File: config.mk
export PLATFORM = sky130hd
export DESIGN_NAME = gf180_sram64x8_ctrl
export DESIGN_NICKNAME = d
export VERILOG_FILES = /design/src/rtl/gf180_sram64x8_ctrl.sv
export SDC_FILE = /design/constraint.sdc
export NUM_CORES = 1
export LEC_CHECK = 0
export BUFFER_PORTS_ARGS = -buffer_cell sky130_fd_sc_hd__buf_2
export CAP_MARGIN = 20
export CORE_UTILIZATION = 33
export DETAILED_ROUTE_END_ITERATION = 8
export PLACE_DENSITY_LB_ADDON = 0.3
export SETUP_SLACK_MARGIN = 0.05
export SLEW_MARGIN = 30
export SYNTH_ARGS = -nofsm -noshare
export SYNTH_HDL_FRONTEND = slang
export SYNTH_SLANG_ARGS = --single-unit
File: constraint.sdc
create_clock -name CLK -period 2.55 [get_ports CLK]
set_input_delay 0.51 -clock CLK [delete_from_list [all_inputs] [get_ports CLK]]
set_output_delay 0.51 -clock CLK [all_outputs]
set_load 0.02 [all_outputs]
File: src/rtl/gf180_sram64x8_ctrl.sv
// Host-side controller for the gf180mcu 64x8 single-port SRAM macro.
// Requests are accepted on posedge, pins launch from negedge registers, read data returns through a 2-entry buffer.
module gf180_sram64x8_ctrl #(
    parameter int AW            = 6,
    parameter int DW            = 8,
    parameter int INIT_CYCLES   = 2,
    parameter int CLEAR_ON_INIT = 1
) (
    input  logic          CLK,
    input  logic          RST,
    input  logic          req_valid,
    output logic          req_ready,
    input  logic          req_write,
    input  logic [AW-1:0] req_addr,
    input  logic [DW-1:0] req_wdata,
    input  logic [DW-1:0] req_wmask,
    output logic          rsp_valid,
    input  logic          rsp_ready,
    output logic [DW-1:0] rsp_rdata,
    output logic          init_done,
    output logic          sram_cen,
    output logic          sram_gwen,
    output logic [DW-1:0] sram_wen,
    output logic [AW-1:0] sram_a,
    output logic [DW-1:0] sram_d,
    input  logic [DW-1:0] sram_q
);

    localparam int DEPTH = 1 << AW;
    localparam int ICW   = (INIT_CYCLES > 1) ? $clog2(INIT_CYCLES) : 1;

    localparam logic [1:0] ST_CEN_HI = 2'd0;
    localparam logic [1:0] ST_CLEAR  = 2'd1;
    localparam logic [1:0] ST_RUN    = 2'd2;

    // Handshake: a request transfers on the CLK posedge where req_valid && req_ready;
    // a response transfers on the posedge where rsp_valid && rsp_ready. Neither ready
    // depends combinationally on the matching valid.

    logic [1:0]     state;
    logic [ICW-1:0] init_cnt;
    logic [AW-1:0]  clr_cnt;

    logic           iss_valid;
    logic           iss_write;
    logic [AW-1:0]  iss_addr;
    logic [DW-1:0]  iss_data;
    logic [DW-1:0]  iss_mask;

    logic           rd_pipe1;
    logic           rd_pipe2;

    logic [DW-1:0]  fifo_mem [2];
    logic           wr_ptr;
    logic           rd_ptr;
    logic [1:0]     fifo_count;

    logic           accept;
    logic           push;
    logic           pop;
    logic [2:0]     occupancy;

    // Reads in flight reserve buffer space, so the sum never exceeds the two slots.
    assign occupancy = {1'b0, fifo_count} + {2'b00, rd_pipe1} + {2'b00, rd_pipe2};
    assign req_ready = (state == ST_RUN) && (occupancy < 3'd2);
    assign accept    = req_valid && req_ready;
    assign push      = rd_pipe2;
    assign pop       = rsp_valid && rsp_ready;
    assign rsp_valid = (fifo_count != 2'd0);
    assign rsp_rdata = fifo_mem[rd_ptr];
    assign init_done = (state == ST_RUN);

    always_ff @(posedge CLK) begin
        if (RST) begin
            state    <= ST_CEN_HI;
            init_cnt <= '0;
            clr_cnt  <= '0;
        end else begin
            case (state)
                ST_CEN_HI: begin
                    if (init_cnt == ICW'(INIT_CYCLES - 1)) begin
                        init_cnt <= '0;
                        state    <= (CLEAR_ON_INIT != 0) ? ST_CLEAR : ST_RUN;
                    end else begin
                        init_cnt <= init_cnt + 1'b1;
                    end
                end
                ST_CLEAR: begin
                    clr_cnt <= clr_cnt + 1'b1;
                    if (clr_cnt == AW'(DEPTH - 1)) begin
                        state <= ST_RUN;
                    end
                end
                ST_RUN: begin
                    state <= ST_RUN;
                end
                default: begin
                    state <= ST_CEN_HI;
                end
            endcase
        end
    end

    // Issue register: what the pins should show from the following negedge.
    always_ff @(posedge CLK) begin
        if (RST) begin
            iss_valid <= 1'b0;
            iss_write <= 1'b0;
            iss_addr  <= '0;
            iss_data  <= '0;
            iss_mask  <= '0;
        end else begin
            iss_valid <= 1'b0;
            iss_write <= 1'b0;
            if (state == ST_CLEAR) begin
                iss_valid <= 1'b1;
                iss_write <= 1'b1;
                iss_addr  <= clr_cnt;
                iss_data  <= '0;
                iss_mask  <= '1;
            end else if (accept && !(req_write && (req_wmask == '0))) begin
                iss_valid <= 1'b1;
                iss_write <= req_write;
                iss_addr  <= req_addr;
                if (req_write) begin
                    iss_data <= req_wdata;
                    iss_mask <= req_wmask;
                end
            end
        end
    end

    always_ff @(posedge CLK) begin
        if (RST) begin
            rd_pipe1 <= 1'b0;
            rd_pipe2 <= 1'b0;
        end else begin
            rd_pipe1 <= accept && !req_write;
            rd_pipe2 <= rd_pipe1;
        end
    end

    // Q is valid after the macro edge that executed the read; it is captured one posedge later.
    always_ff @(posedge CLK) begin
        if (RST) begin
            wr_ptr     <= 1'b0;
            rd_ptr     <= 1'b0;
            fifo_count <= 2'd0;
            for (int i = 0; i < 2; i++) begin
                fifo_mem[i] <= '0;
            end
        end else begin
            if (push) begin
                fifo_mem[wr_ptr] <= sram_q;
                wr_ptr           <= ~wr_ptr;
            end
            if (pop) begin
                rd_ptr <= ~rd_ptr;
            end
            case ({push, pop})
                2'b10:   fifo_count <= fifo_count + 2'd1;
                2'b01:   fifo_count <= fifo_count - 2'd1;
                default: fifo_count <= fifo_count;
            endcase
        end
    end

    // Falling-edge launch gives the macro half a cycle of setup and hold around its posedge.
    always_ff @(negedge CLK) begin
        if (RST) begin
            sram_cen  <= 1'b1;
            sram_gwen <= 1'b1;
            sram_wen  <= '1;
            sram_a    <= '0;
            sram_d    <= '0;
        end else begin
            sram_cen  <= ~iss_valid;
            sram_gwen <= ~(iss_valid && iss_write);
            sram_wen  <= (iss_valid && iss_write) ? ~iss_mask : '1;
            sram_a    <= iss_addr;
            sram_d    <= iss_data;
        end
    end

endmodule

# After elaboration in Yosys (flattened, before gate mapping)
# Memory sizes are Yosys's and may differ from the RTL's. A register that Yosys moved wholly into a read port is not among the register bits.
# Cells that the tools add are included.
[word_totals]
ff_bits = 63
inputBits = 35
elab_cells = 83
memories = 1
mem_bits_rw = 16
[memory_table]
columns = ["name", "depth", "width", "read_ports", "rd_ports_with_merged_regs", "wr", "line", "text"]
rows = [
  ["fifo_mem", 2, 8, 1, 1, 2, "53", "logic [DW-1:0] fifo_mem [2];"],
]
[op_classes]
n_lt_le_gt_ge = 1
n_bitwise = 5
n_eq_ne = 7
mux = 24
reduce_logical = 21
addsub = 6
[op_table]
columns = ["op", "count"]
rows = [
  ["8-bit two-way mux", 4],
  ["1-bit two-way mux", 14],
  ["6-bit two-way mux", 2],
  ["8-bit logical NOT", 1],
  ["8-bit NOT", 1],
  ["2-bit nonzero test", 4],
  ["8-bit OR reduction", 1],
  ["1-bit logical AND", 7],
  ["6-bit by 1-bit adder with 6-bit output (second input constant)", 1],
  ["6-bit equality test (second input constant)", 1],
  ["2-bit case mux with 3 select lines", 1],
  ["2-bit AND reduction", 3],
  ["2-bit by 1-bit equality test with 1-bit output (second input constant)", 2],
  ["2-bit equality test (second input constant)", 2],
  ["2-bit two-way mux", 2],
  ["2-bit != test (second input constant)", 2],
  ["1-bit NOT", 4],
  ["2-bit case mux with 2 select lines", 1],
  ["2-bit OR reduction", 2],
  ["2-bit by 1-bit adder with 3-bit output", 1],
  ["3-bit by 1-bit adder with 3-bit output", 1],
  ["3-bit by 2-bit < comparator with 1-bit output (second input constant)", 1],
  ["2-bit by 1-bit adder with 2-bit output (second input constant)", 1],
  ["1-bit logical NOT", 2],
  ["other kinds (3)", 3],
]

# Depth between registers and ports, before layout
# Gate-level depths: netlist of run 1.
[logic_depth]
word_depth = 8
depth_mapped = 8
mapped_depth_nobuf = 6

==> results of run 1 <==
stage by stage:
stage | TNS [ps] | total power (uW) | cell area (um^2) | instances | setup slack (ps)
floorplan | 0 | 2170 | 3110 | 301 | 61.7
global placement | 0 | 2340 | 3540 | 469 | 64.1
detailed placement | 0 | 2360 | 3540 | 469 | 55.6
CTS | -1500 | 3370 | 3980 | 508 | -91.1
global route | -2000 | 3570 | 3990 | 508 | -106
finish | -1170 | 3320 | 3990 | 508 | -89.9
cell families after synthesis:
family	share of synthesized area
xor+xnor	0.0197
buf+inv	0.0511
fa+ha+maj	0.0282
compound gates	0.130
mux	0.0322
simple gates	0.173
flops	0.567
worst paths after layout:
path / to / slack [ps]
worst min register to register: wr_ptr / 470
worst max-delay path: sram_a[3] / -90
worst max register to register: sram_wen[6] / 500
worst min-delay path: rd_pipe1 / 370
area by class of cell:
class / instances / area, um^2
inverters: 11 / 41.3
fillers: 883 / 5210
multi-input cells: 191 / 1190
flip-flops and latches: 80 / 1790
repair buffers: 75 / 553
clock buffers: 9 / 124
well taps: 111 / 139
clock inverters: 31 / 146
synth_stat cells, types with 6 or more instances:
master,count
a21oi_1,31
a31oi_1,6
and2_1,18
clkbuf_1,7
dfxtp_1,64
edfxtp_1,16
ha_1,7
inv_1,12
mux2_2,8
nand2_1,14
nand2b_1,6
nand3_1,10
nor2_1,16
nor2b_1,17
o21ai_0,27
xnor2_1,6
registers in the layout (all words and copies together), names as in the netlist, 2 cells and up, named ones only:
| name | cells |
|---|---|
| iss_mask | 8 |
| fifo_mem | 16 |
| sram_wen | 8 |
| fifo_count | 2 |
| iss_data | 8 |
| iss_addr | 6 |
| sram_d | 8 |
| sram_a | 6 |
| clr_cnt | 6 |
| state | 2 |
what timing repair did:
action | 4_1_cts | 5_1_grt
setup endpoints to repair | 24 | 24
hold endpoints to repair | 0 | 0
gates resized for setup | 70 | 2
layer usage:
metal | vias up | GRT usage | share of wire
met3 | 12 | 0.0333 | 0.038
met1 | 1138 | 0.160 | 0.43
li1 | 1217 | - | -
met5 | - | 0 | 0
met2 | 52 | 0.246 | 0.51
met4 | 0 | 0.0656 | 0.022
power by group:
group	internal, uW	leakage [uW]	switching [uW]
clock network	419	0.000222	592
logic	335	0.000730	419
registers	1470	0.000687	88.0
total	2220	0.00164	1100
==> impl_metrics.xml, run 1 <==
<?xml version="1.0" encoding="UTF-8"?>
<metrics>
  <group name="timing">
    <metric name="timing.final.hold_violations" unit="">0</metric>
    <metric name="max_slew.worst_pin.slew" unit="ps">576</metric>
    <metric name="setup_ws" unit="ps">-89.9</metric>
    <metric name="grt_setup_unrepaired" unit="">true</metric>
    <metric name="timing.max_slew.rel_slack" unit="">0.616</metric>
    <metric name="hold-worst-slack" unit="ps">373</metric>
    <metric name="setup_viol" unit="">24</metric>
    <metric name="final-max-slew-violation-count" unit="">0</metric>
    <metric name="skew" unit="ps">52.6</metric>
  </group>
  <group name="worst_hold_path">
    <metric name="hold_path.class" unit="">in -&gt; reg</metric>
    <metric name="worstHoldPathCells" unit="">2</metric>
    <metric name="min_delay_startpoint" unit="">req_write</metric>
  </group>
  <group name="global_routing">
    <metric name="globalRouteTotalUtil" unit="">0.140</metric>
    <metric name="pin_count_of_the_biggest_net_entering_global_routing" unit="">52</metric>
    <metric name="grt_first_pass_wirelength" unit="um">10600</metric>
    <metric name="gr-total-overflow" unit="">0</metric>
    <metric name="grt_pass1_vias" unit="">2306</metric>
    <metric name="antenna_found_initial" unit="">0</metric>
  </group>
  <group name="routing">
    <metric name="drt-vias-per-instance" unit="">4.76</metric>
    <metric name="route.final.wire_length" unit="um">6660</metric>
    <metric name="num_vias" unit="">2419</metric>
    <metric name="first_iter_violations" unit="">76</metric>
    <metric name="drc_errors" unit="">0</metric>
    <metric name="drt_pass1_iterations" unit="">4</metric>
    <metric name="routed_wire_length_per_instance" unit="um">13.1</metric>
    <metric name="antenna_left" unit="">0</metric>
  </group>
  <group name="setup_path">
    <metric name="worstSetupPathDepth" unit="">1</metric>
    <metric name="critPathCaptureType" unit="">output pin</metric>
    <metric name="worstPathRequired" unit="ps">2040</metric>
    <metric name="crit-reg2reg-launch" unit="">iss_valid</metric>
    <metric name="worst-endpoint-arrival" unit="ps">2130</metric>
    <metric name="ff2ff_path_depth" unit="">4</metric>
    <metric name="startpoint" unit="">sram_a[3]</metric>
    <metric name="cpPeakStageDelay" unit="ps">340</metric>
    <metric name="cp-start-kind" unit="">flop</metric>
    <metric name="crit_family" unit="">flip-flops</metric>
    <metric name="critPathMaxFanout" unit="">1</metric>
    <metric name="slowest_stage_cell_on_the_critical_path" unit="">dfxtp_2</metric>
    <metric name="crit_chain" unit="">buf_6</metric>
    <metric name="buffering_stage_count_on_the_worst_path_with_inverters_included" unit="">1</metric>
    <metric name="worstSetupPathType" unit="">reg -&gt; out</metric>
  </group>
  <group name="logic_synthesis">
    <metric name="number_of_synthesized_register_bits" unit="">80</metric>
    <metric name="synth.largest_area_cell" unit="">dfxtp_1</metric>
    <metric name="syn_nets" unit="">343</metric>
    <metric name="synthFlopType" unit="">dfxtp_1</metric>
    <metric name="synth_cell_type_count" unit="">39</metric>
    <metric name="sequential_fraction_of_the_synthesis_area" unit="">0.567</metric>
    <metric name="syn-cell-area" unit="mm^2">0.00311</metric>
    <metric name="synth.avg_cell_area" unit="um^2">10.3</metric>
    <metric name="netlist_top_cells_area" unit="">dfxtp_1 41%, edfxtp_1 15%, a21oi_1 5.0%, o21ai_0 4.3%, and2_1 3.6%</metric>
    <metric name="asyncSetResetFlopFracSynth" unit="">0</metric>
    <metric name="number_of_synthesized_flops_with_an_enable_pin" unit="">16</metric>
    <metric name="post_synth_inst_count" unit="">301</metric>
    <metric name="synth_largest_type_area_fraction" unit="">0.412</metric>
    <metric name="yosys_warnings" unit="">0</metric>
  </group>
  <group name="placement">
    <metric name="globalplace.congestion" unit="">0.784</metric>
    <metric name="placement.io_buffers" unit="">69</metric>
    <metric name="detailed_place_hpwl" unit="um">4620</metric>
  </group>
  <group name="cts">
    <metric name="cts-htree-levels" unit="">3</metric>
    <metric name="cts.clk_slew.worst_paths" unit="ps">90</metric>
    <metric name="cts.root.buffer_cell" unit="">clkbuf_8</metric>
    <metric name="clock_tree.buffer_depth" unit="">2</metric>
    <metric name="post-cts-setup-buffers" unit="">0</metric>
    <metric name="cts_buffers" unit="">9</metric>
    <metric name="holdBufCountCts" unit="">0</metric>
    <metric name="tritoncts_clock_tree" unit="">built</metric>
    <metric name="cts_num_sinks" unit="">80</metric>
    <metric name="worst_skew_pair.late_latency" unit="ps">390</metric>
  </group>
  <group name="pwr">
    <metric name="power.static_leakage" unit="uW">0.00164</metric>
    <metric name="power.ir.vdd_worst" unit="uV">347</metric>
    <metric name="pwr_density_cell" unit="mW/mm^2">834</metric>
  </group>
  <group name="final_layout">
    <metric name="final_core_utilization" unit="">0.433</metric>
    <metric name="layout-drive-gt1-share" unit="">0.332</metric>
    <metric name="final_cell_mix" unit="">45 x buf_2, 40 x dfxtp_1, 35 x inv_1, 31 x a21oi_1, 27 x o21ai_0</metric>
    <metric name="area.growth.synth_to_final" unit="%">28.2</metric>
    <metric name="diodes" unit="">0</metric>
    <metric name="layout_commonest_cell" unit="">buf_2</metric>
    <metric name="nNetsFinal" unit="">434</metric>
  </group>
  <group name="floorplanning">
    <metric name="die_w" unit="um">99.1</metric>
    <metric name="core-area" unit="mm^2">0.00920</metric>
    <metric name="floorplan.initialDensity" unit="">0.338</metric>
    <metric name="design.portCount" unit="">70</metric>
    <metric name="die_area" unit="mm^2">0.00981</metric>
    <metric name="fp.dieH" unit="um">99.1</metric>
    <metric name="placementRows" unit="">35</metric>
  </group>
  <group name="run_status">
    <metric name="failed_checks" unit="">negative setup slack</metric>
    <metric name="status" unit="">finished with violations</metric>
  </group>
  <group name="run">
    <metric name="cap_viol_max_count" unit="">0</metric>
  </group>
</metrics>
(Power assumes the default switching activity.)
==> run 2: changes to the inputs <==
- BUFFER_PORTS_ARGS: -buffer_cell sky130_fd_sc_hd__buf_2 -> not set
- CELL_PAD_IN_SITES_DETAIL_PLACEMENT: not set -> 0
- CELL_PAD_IN_SITES_GLOBAL_PLACEMENT: not set -> 2
- DONT_BUFFER_PORTS: not set -> 1
==> run 2 against run 1 <==
  * The run now ends clean
  * Power down 3.5%
  * Worst hold slack worse by 140 ps
  * Sequential cell count unchanged
  * Critical endpoint is now sram_a[4]
  * Largest cell class unchanged
==> impl_metrics.xml, run 2 (same netlist as run 1, synthesis figures left out) <==
<?xml version="1.0" encoding="UTF-8"?>
<metrics>
  <group name="run_status">
    <metric name="status" unit="">complete, no violations</metric>
  </group>
  <group name="cts">
    <metric name="cts_buffers" unit="">9</metric>
    <metric name="worst_skew_pair.late_latency" unit="ps">390</metric>
    <metric name="clock_tree.buffer_depth" unit="">2</metric>
    <metric name="holdBufCountCts" unit="">0</metric>
    <metric name="cts.root.buffer_cell" unit="">clkbuf_8</metric>
    <metric name="cts_num_sinks" unit="">80</metric>
    <metric name="cts.clk_slew.worst_paths" unit="ps">90</metric>
    <metric name="tritoncts_clock_tree" unit="">built</metric>
    <metric name="cts-htree-levels" unit="">3</metric>
  </group>
  <group name="placement">
    <metric name="detailed_place_hpwl" unit="um">4240</metric>
    <metric name="placed_cells_incl_taps" unit="">398</metric>
    <metric name="placement.io_buffers" unit="">0</metric>
    <metric name="globalplace.congestion" unit="">0.705</metric>
    <metric name="placed_cell_area" unit="mm^2">0.00317</metric>
  </group>
  <group name="routing">
    <metric name="first_iter_violations" unit="">94</metric>
    <metric name="routed_wire_length_per_instance" unit="um">14.2</metric>
    <metric name="drc_errors" unit="">0</metric>
    <metric name="drt-vias-per-instance" unit="">4.85</metric>
    <metric name="num_vias" unit="">2118</metric>
    <metric name="antenna_left" unit="">0</metric>
    <metric name="drt_pass1_iterations" unit="">4</metric>
    <metric name="route.final.wire_length" unit="um">6230</metric>
  </group>
  <group name="timing">
    <metric name="setup_viol" unit="">0</metric>
    <metric name="timing.final.hold_violations" unit="">0</metric>
    <metric name="timing.setup.tns" unit="ps">0</metric>
    <metric name="hold-worst-slack" unit="ps">235</metric>
    <metric name="max_slew.worst_pin.slew" unit="ps">599</metric>
    <metric name="final-max-slew-violation-count" unit="">0</metric>
    <metric name="timing.max_slew.rel_slack" unit="">0.601</metric>
    <metric name="grt_setup_unrepaired" unit="">true</metric>
    <metric name="skew" unit="ps">54.3</metric>
  </group>
  <group name="global_routing">
    <metric name="antenna_found_initial" unit="">0</metric>
    <metric name="gr-total-overflow" unit="">0</metric>
    <metric name="grt_first_pass_wirelength" unit="um">10400</metric>
    <metric name="pin_count_of_the_biggest_net_entering_global_routing" unit="">53</metric>
    <metric name="grt_pass1_vias" unit="">2100</metric>
    <metric name="globalRouteTotalUtil" unit="">0.137</metric>
  </group>
  <group name="final_layout">
    <metric name="area.growth.synth_to_final" unit="%">13.5</metric>
    <metric name="final_cells" unit="">437</metric>
    <metric name="regMostFlops" unit="">fifo_mem</metric>
    <metric name="largest_register_ff_count" unit="">16</metric>
    <metric name="final_cell_mix" unit="">40 x dfxtp_1, 35 x inv_1, 31 x a21oi_1, 27 x o21ai_0, 24 x dfxtp_4</metric>
    <metric name="nNetsFinal" unit="">363</metric>
    <metric name="stdcell_area" unit="mm^2">0.00353</metric>
    <metric name="diodes" unit="">0</metric>
    <metric name="layout-drive-gt1-share" unit="">0.190</metric>
    <metric name="layout_commonest_cell" unit="">dfxtp_1</metric>
  </group>
  <group name="floorplanning">
    <metric name="die_area" unit="mm^2">0.00981</metric>
    <metric name="die_w" unit="um">99.1</metric>
    <metric name="placementRows" unit="">35</metric>
    <metric name="fp.dieH" unit="um">99.1</metric>
    <metric name="core-area" unit="mm^2">0.00920</metric>
    <metric name="floorplan.initialDensity" unit="">0.338</metric>
    <metric name="design.portCount" unit="">70</metric>
  </group>
  <group name="run">
    <metric name="cap_viol_max_count" unit="">0</metric>
  </group>
  <group name="setup_path">
    <metric name="critPathMaxFanout" unit="">1</metric>
    <metric name="worst-endpoint-arrival" unit="ps">2030</metric>
    <metric name="cp-start-kind" unit="">flop</metric>
    <metric name="critPathCaptureType" unit="">output pin</metric>
    <metric name="worstSetupPathType" unit="">reg -&gt; out</metric>
    <metric name="worstPathRequired" unit="ps">2040</metric>
  </group>
  <group name="pwr">
    <metric name="post-layout-total-power" unit="uW">3210</metric>
    <metric name="pwr_density_cell" unit="mW/mm^2">909</metric>
    <metric name="power.static_leakage" unit="uW">0.00130</metric>
    <metric name="power.ir.vdd_worst" unit="uV">312</metric>
  </group>
  <group name="worst_hold_path">
    <metric name="hold_path.class" unit="">in -&gt; reg</metric>
  </group>
</metrics>
==> run 2: cell count changes in the layout (fill, tap and decap cells not counted), sizes merged <==
cell / change
buf: -71
clkinvlp: +1
inv: -1
==> run 2: where the power goes <==
group / total [uW] / switching, uW / internal [uW]
clock: 1020 / 599 / 423
sequential: 1580 / 121 / 1460
combinational: 602 / 350 / 252
total: 3210 / 1070 / 2140
==> run 2: layout make-up <==
cell class	instances	area (um^2)
repair buffers	4	30.0
flip-flops and latches	80	1850
inverters	11	41.3
clock buffers	9	124
clock inverters	31	151
multi-input cells	191	1190
well taps	111	139
fillers	931	5670
==> run 2: path summary, 6_finish.rpt <==
check	from	endpoint	slack, ps	depth (start not counted)
hold reg to reg	rd_pipe1	push	460	1
setup / recovery	sram_a[4]	sram_a[4]	6	0
setup reg to reg	iss_valid	sram_wen[2]	390	3
hold / removal	req_write	rd_pipe1	230	1
==> run 2: repair_timing <==
| item | 4_1_cts | 5_1_grt |
|---|---|---|
| gates cloned | 0 | 0 |
| setup buffers | 0 | 0 |
| endpoints found under the setup margin | 24 | 24 |
| resized for setup | 48 | 0 |
==> run 2: per-layer routing <==
layer  track usage  vias up  wire length, um
li1              -     1075                -
met1         0.174      997             2870
met2         0.222       42             3000
met3        0.0440        4              295
met4        0.0475        0               60
met5             0        -                0
==> run 2: metrics by stage <==
stage / setup slack, ps / utilization
2_1_floorplan: 61.7 / -
3_3_place_gp: 123 / 0.344
3_5_place_dp: 86.5 / 0.344
4_1_cts: -12.5 / 0.384
5_1_grt: -51.5 / 0.384
6_report: 6.09 / 0.384
